### src/rtl/regfile_write_bank.sv
`default_nettype none
// ============================================================================
// Module   : regfile_write_bank
// Purpose  : Write side of the MIPS register file. Decodes the write address
//            into a one-hot enable, holds the 32 architectural registers and
//            exposes them on a flat bus that feeds the two 32:1 read muxes.
//
// Ports    : clk            - single clock, rising-edge state updates
//            reset          - asynchronous, active-low reset
//            RegWrite       - write enable from the control unit
//            WriteReg[4:0]  - destination register number
//            WriteData      - value to write (WIDTH bits)
//            Dec_onehot[31:0] - combinational one-hot write decode
//                               (bit 0 always 0)
//            Q_flat         - register n at Q_flat[n*WIDTH +: WIDTH]
//            last_wr_valid  - 1 in the cycle after a committed write
//            last_wr_addr   - address of the most recent committed write
//
// Revision : 1.0 - initial release
// ============================================================================
module regfile_write_bank #(
  parameter int               WIDTH   = 32,
  parameter logic [WIDTH-1:0] SP_INIT = 32'h7FFF_EFFC,
  parameter logic [WIDTH-1:0] GP_INIT = 32'h1000_8000
) (
  input  logic                clk,
  input  logic                reset,
  input  logic                RegWrite,
  input  logic [4:0]          WriteReg,
  input  logic [WIDTH-1:0]    WriteData,
  output logic [31:0]         Dec_onehot,
  output logic [32*WIDTH-1:0] Q_flat,
  output logic                last_wr_valid,
  output logic [4:0]          last_wr_addr
);

  localparam int c_GP_REG = 28;
  localparam int c_SP_REG = 29;

  logic [31:0] w_dec;
  logic        w_commit;
  logic        r_last_wr_valid;
  logic [4:0]  r_last_wr_addr;

  // $zero has no storage and never decodes as a write target.
  assign w_dec[0] = 1'b0;

  genvar n;
  generate
    for (n = 1; n < 32; n++) begin : g_dec
      assign w_dec[n] = RegWrite & (WriteReg == 5'(n));
    end
  endgenerate

  // A write to address 0 decodes to nothing, so "any enable high" is exactly
  // the committed-write condition.
  assign w_commit   = |w_dec;
  assign Dec_onehot = w_dec;

  assign Q_flat[WIDTH-1:0] = '0;

  generate
    for (n = 1; n < 32; n++) begin : g_reg
      // $gp and $sp come out of reset pointing at the data/stack segments.
      localparam logic [WIDTH-1:0] c_RST_VAL =
        (n == c_GP_REG) ? GP_INIT :
        (n == c_SP_REG) ? SP_INIT : '0;

      logic [WIDTH-1:0] r_q;

      always_ff @(posedge clk or negedge reset) begin
        if (!reset) begin
          r_q <= c_RST_VAL;
        end else if (w_dec[n]) begin
          r_q <= WriteData;
        end
      end

      assign Q_flat[n*WIDTH +: WIDTH] = r_q;
    end
  endgenerate

  always_ff @(posedge clk or negedge reset) begin
    if (!reset) begin
      r_last_wr_valid <= 1'b0;
      r_last_wr_addr  <= 5'd0;
    end else begin
      r_last_wr_valid <= w_commit;
      if (w_commit) begin
        r_last_wr_addr <= WriteReg;
      end
    end
  end

  assign last_wr_valid = r_last_wr_valid;
  assign last_wr_addr  = r_last_wr_addr;

endmodule
`default_nettype wire

### config.mk
export PLATFORM = sky130hd
export DESIGN_NAME = regfile_write_bank
export DESIGN_NICKNAME = d
export VERILOG_FILES = /design/src/rtl/regfile_write_bank.sv
export SDC_FILE = /design/constraint.sdc
export NUM_CORES = 2
export LEC_CHECK = 0
export BUFFER_PORTS_ARGS = -buffer_cell sky130_fd_sc_hd__clkbuf_2
export CAP_MARGIN = 30
export CORE_AREA = 2 2 430 432
export CTS_CLUSTER_DIAMETER = 30
export DETAILED_ROUTE_END_ITERATION = 8
export DIE_AREA = 0 0 432 434
export PLACE_DENSITY = 0.38
export SYNTH_ARGS = -nofsm -noshare
export SYNTH_HDL_FRONTEND = slang
export SYNTH_SLANG_ARGS = --single-unit
export TNS_END_PERCENT = 10
### constraint.sdc
create_clock -name clk -period 1.8 [get_ports clk]
set_input_delay 0.27 -clock clk [delete_from_list [all_inputs] [get_ports clk]]
set_output_delay 0.27 -clock clk [all_outputs]
set_load 0.005 [all_outputs]
==> metrics.md <==
| Metric | Value |
|---|---|
| Initial cell density of the core | `20.8%` |
| Core region area | `182,000 um2` |
| Fraction of registers with async set/reset | `100%` |
| Setup violation total in the final timing report | `5` |
| Worst hold margin | `0.0757 ns` |
| Failing checks | `negative setup slack` |
| Number of hold-slack violations in the final timing report | `0` |
| Relative slew slack | `44.7%` |
| 1st-iter DRT viols | `942` |
| Clock sinks | `998` |
| TritonCTS clock tree | `yes` |
| CTS Buffer Depth | `4` |
| Cell taking the most area after synthesis | `dfrtp_1` |
| Nets | `3,758` |
| Clock tree root buffer cell | `clkbuf_16` |
| Largest stage delay on the critical path | `0.53 ns` |
| Final wirelength | `167,000 um` |
| Count of maximum capacitance violations | `0` |
| Sum of buffers and inverters on the critical path | `1` |
| Leakage Power | `0.0293 uW` |
| Top cells by count, synth | `mux2_2 (984), dfrtp_1 (968), clkbuf_1 (100)` |
| Clock transition at the register clock pins on the worst setup and hold paths after CTS | `0.04 ns` |
| Startpoint type of the worst setup path | `flop` |
| Number of enable-type register cells in the synthesized netlist | `0` |
| Iteration count of the initial detailed-routing pass | `4` |
| Final period util | `101%` |
| PnR worst setup slack | `-0.0233 ns` |
| Sequential element share of the synthesized area | `65.8%` |
| Chip Height | `434 um` |
| Final critical delay including setup and external delays | `1.82 ns` |
| Max Clock Freq | `548 MHz` |
| Final GP Congestion | `0.749` |
| Type of destination of the critical path | `output port` |
| Cells taking the most area after synthesis | `dfrtp_1 (64%), mux2_2 (29%), dfstp_2 (2.1%)` |
| Total via count after detailed routing | `25.7k` |
| Status | `complete, but fails checks` |
| Residual DRC count | `0` |
| Setup repair after global routing missed its margin | `true` |
| Layout cells sized above 1 | `71.0%` |
| Post-detail-place hpwl | `116,000 um` |
| Cell type group with the largest total delay on the critical path | `flip-flops` |
| Overall die area | `187,000 um2` |
| Clock latency of the later-clocked register in the worst-skew pair | `0.88 ns` |
| Non-filler instance count after layout | `6,340` |
| Average wire length per cell after detail routing | `26.4 um` |
| Worst-path maximum fanout | `2` |
| Port bufs | `1,068` |
| Initial antenna violation count | `11` |
| Antenna-violating nets left | `0` |
| Warnings, synthesis | `0` |
| Worst Path Arrival | `1.55 ns` |
| Most common cell in the netlist | `mux2_2` |
| Setup CP Type | `reg -> out` |
| Pin count of the biggest net entering global routing | `56` |
| H-tree depth | `5` |
| Area share of the largest cell type after synthesis | `63.7%` |
| Growth of design area from synthesis to finish | `55.3%` |
| Total placed cells including tap cells | `5,742` |
| Syn Std Cell Area | `38,000 um2` |
| Power density over the cells | `1640 nW/um2` |
| Most used flip-flop cell after synthesis | `dfrtp_1` |
| Die extent in x | `432 um` |
| Final count of pins violating max slew | `0` |
| Worst Tran Pin Value | `0.830 ns` |
| First-pass GRT wire length | `229,000 um` |
| Boundary pin count | `1,102` |
| Netlist cell types | `30` |
| Vias in the first global route | `27.6k` |
| Via-to-Cell Ratio | `4.05` |
| Worst-case clock skew | `0 ns` |
| Mean post-synth cell area | `16.5 um2` |
| Maximum VDD drop | `728 uV` |
| Overall routing resource usage | `17.5%` |
| Cell Chain, Critical Path | `clkbuf_2` |
| Critical-path cell with the highest stage delay | `dfstp_2` |
| Register bit total from synthesis | `998` |
| Required time worst endpoint | `1.53 ns` |
| Class of the worst hold path | `in -> reg` |
| Synthesized instance count | `2,301` |
| Rows | `157` |
| Final global-route overflow total | `0` |
| Number of buffers created by CTS | `322` |
## metal layers
metal	wire, um	GRT usage, %	up-vias
met2	86200	30.8	950
met3	12800	6.08	270
met4	5280	6.37	0
li1	-	-	11000
met1	62900	19.4	13500
met5	0	0	-
## registers in the layout (all words and copies together), names as in the netlist
name and cells:
g.r_q 992, last_wr_addr 5, last_wr_valid 1
## power breakdown
| part | leakage, uW | internal, uW | total (uW) | switching [uW] |
|---|---|---|---|---|
| clock | 0.00525 | 39300 | 54600 | 15200 |
| combinational | 0.0114 | 6550 | 13100 | 6540 |
| sequential | 0.0127 | 27000 | 29300 | 2280 |
| total | 0.0293 | 72900 | 96900 | 24100 |
## metrics by stage
step	util [%]	setup TNS [ns]	setup slack [ns]	power (uW)	instance area, um2
after global placement	26.2	-27.95	-0.122	42700	47800
final	32.4	-0.0502	-0.0233	96900	59100
after global routing	32.4	-2.25	-0.106	101000	59100
after floorplan	-	0	0.152	33900	38200
after CTS	32.3	-2.90	-0.124	98300	58900
after detailed placement	26.2	-35.62	-0.118	42900	47800
## cell type report
class	count	area (um2)
Fill cell	18300	123000
Sequential cell	998	25000
Multi-Input combinational cell	1083	11900
Clock buffer	474	9500
Timing Repair Buffer	1298	8480
Tap cell	2385	2980
Clock inverter	86	1140
Inverter	15	61.3
Antenna cell	1	2.50
## placed cells by master (no fill, tap or decap), types with 10 or more instances in the layout
master and instances:
clkbuf_2 1035, dfrtp_1 968, buf_4 105, clkbuf_16 328, clkinv_2 46, nand2_2 10
buf_6 21, buf_12 88, conb_1 33, nor2_4 16, clkbuf_8 75, bufinv_16 25
clkbuf_1 72, dlygate4sd3_1 37, mux2_2 984, dfstp_2 30, inv_1 14
## worst paths after layout
check                      slack [ns]                 to  depth (start not counted)              start
setup reg to reg                 0.54    last_wr_addr[1]                          2    last_wr_addr[1]
hold / removal                   0.08  g_reg[22].r_q[18]                          2      WriteData[18]
max in group asynchronous        0.34  g_reg[17].r_q[22]                          3              reset
hold reg to reg                  0.48   g_reg[3].r_q[10]                          1   g_reg[3].r_q[10]
min in group asynchronous        0.31   g_reg[7].r_q[26]                          3              reset
setup / recovery                -0.02        Q_flat[911]                          1  g_reg[28].r_q[15]
## cell families (layout without fill, tap and decap cells)
group,Yosys count,count (layout),synth area share [%]
DFF,998,998,65.8
other,1,34,0.00986
muxes,992,992,29.4
and+or+nand+nor,47,47,1.11
AOI/OAI and AO/OA,11,11,0.220
buffers and inverters,252,1873,3.54
## repair_timing
item,4_1_cts,5_1_grt
endpoints found under the setup margin,68,55
hold endpoints to repair,1529,0
pin swaps,0,2
buffers inserted,0,0
hold buffers,37,0
resized for setup,21,45
Power figures use the tool's default switching activity.
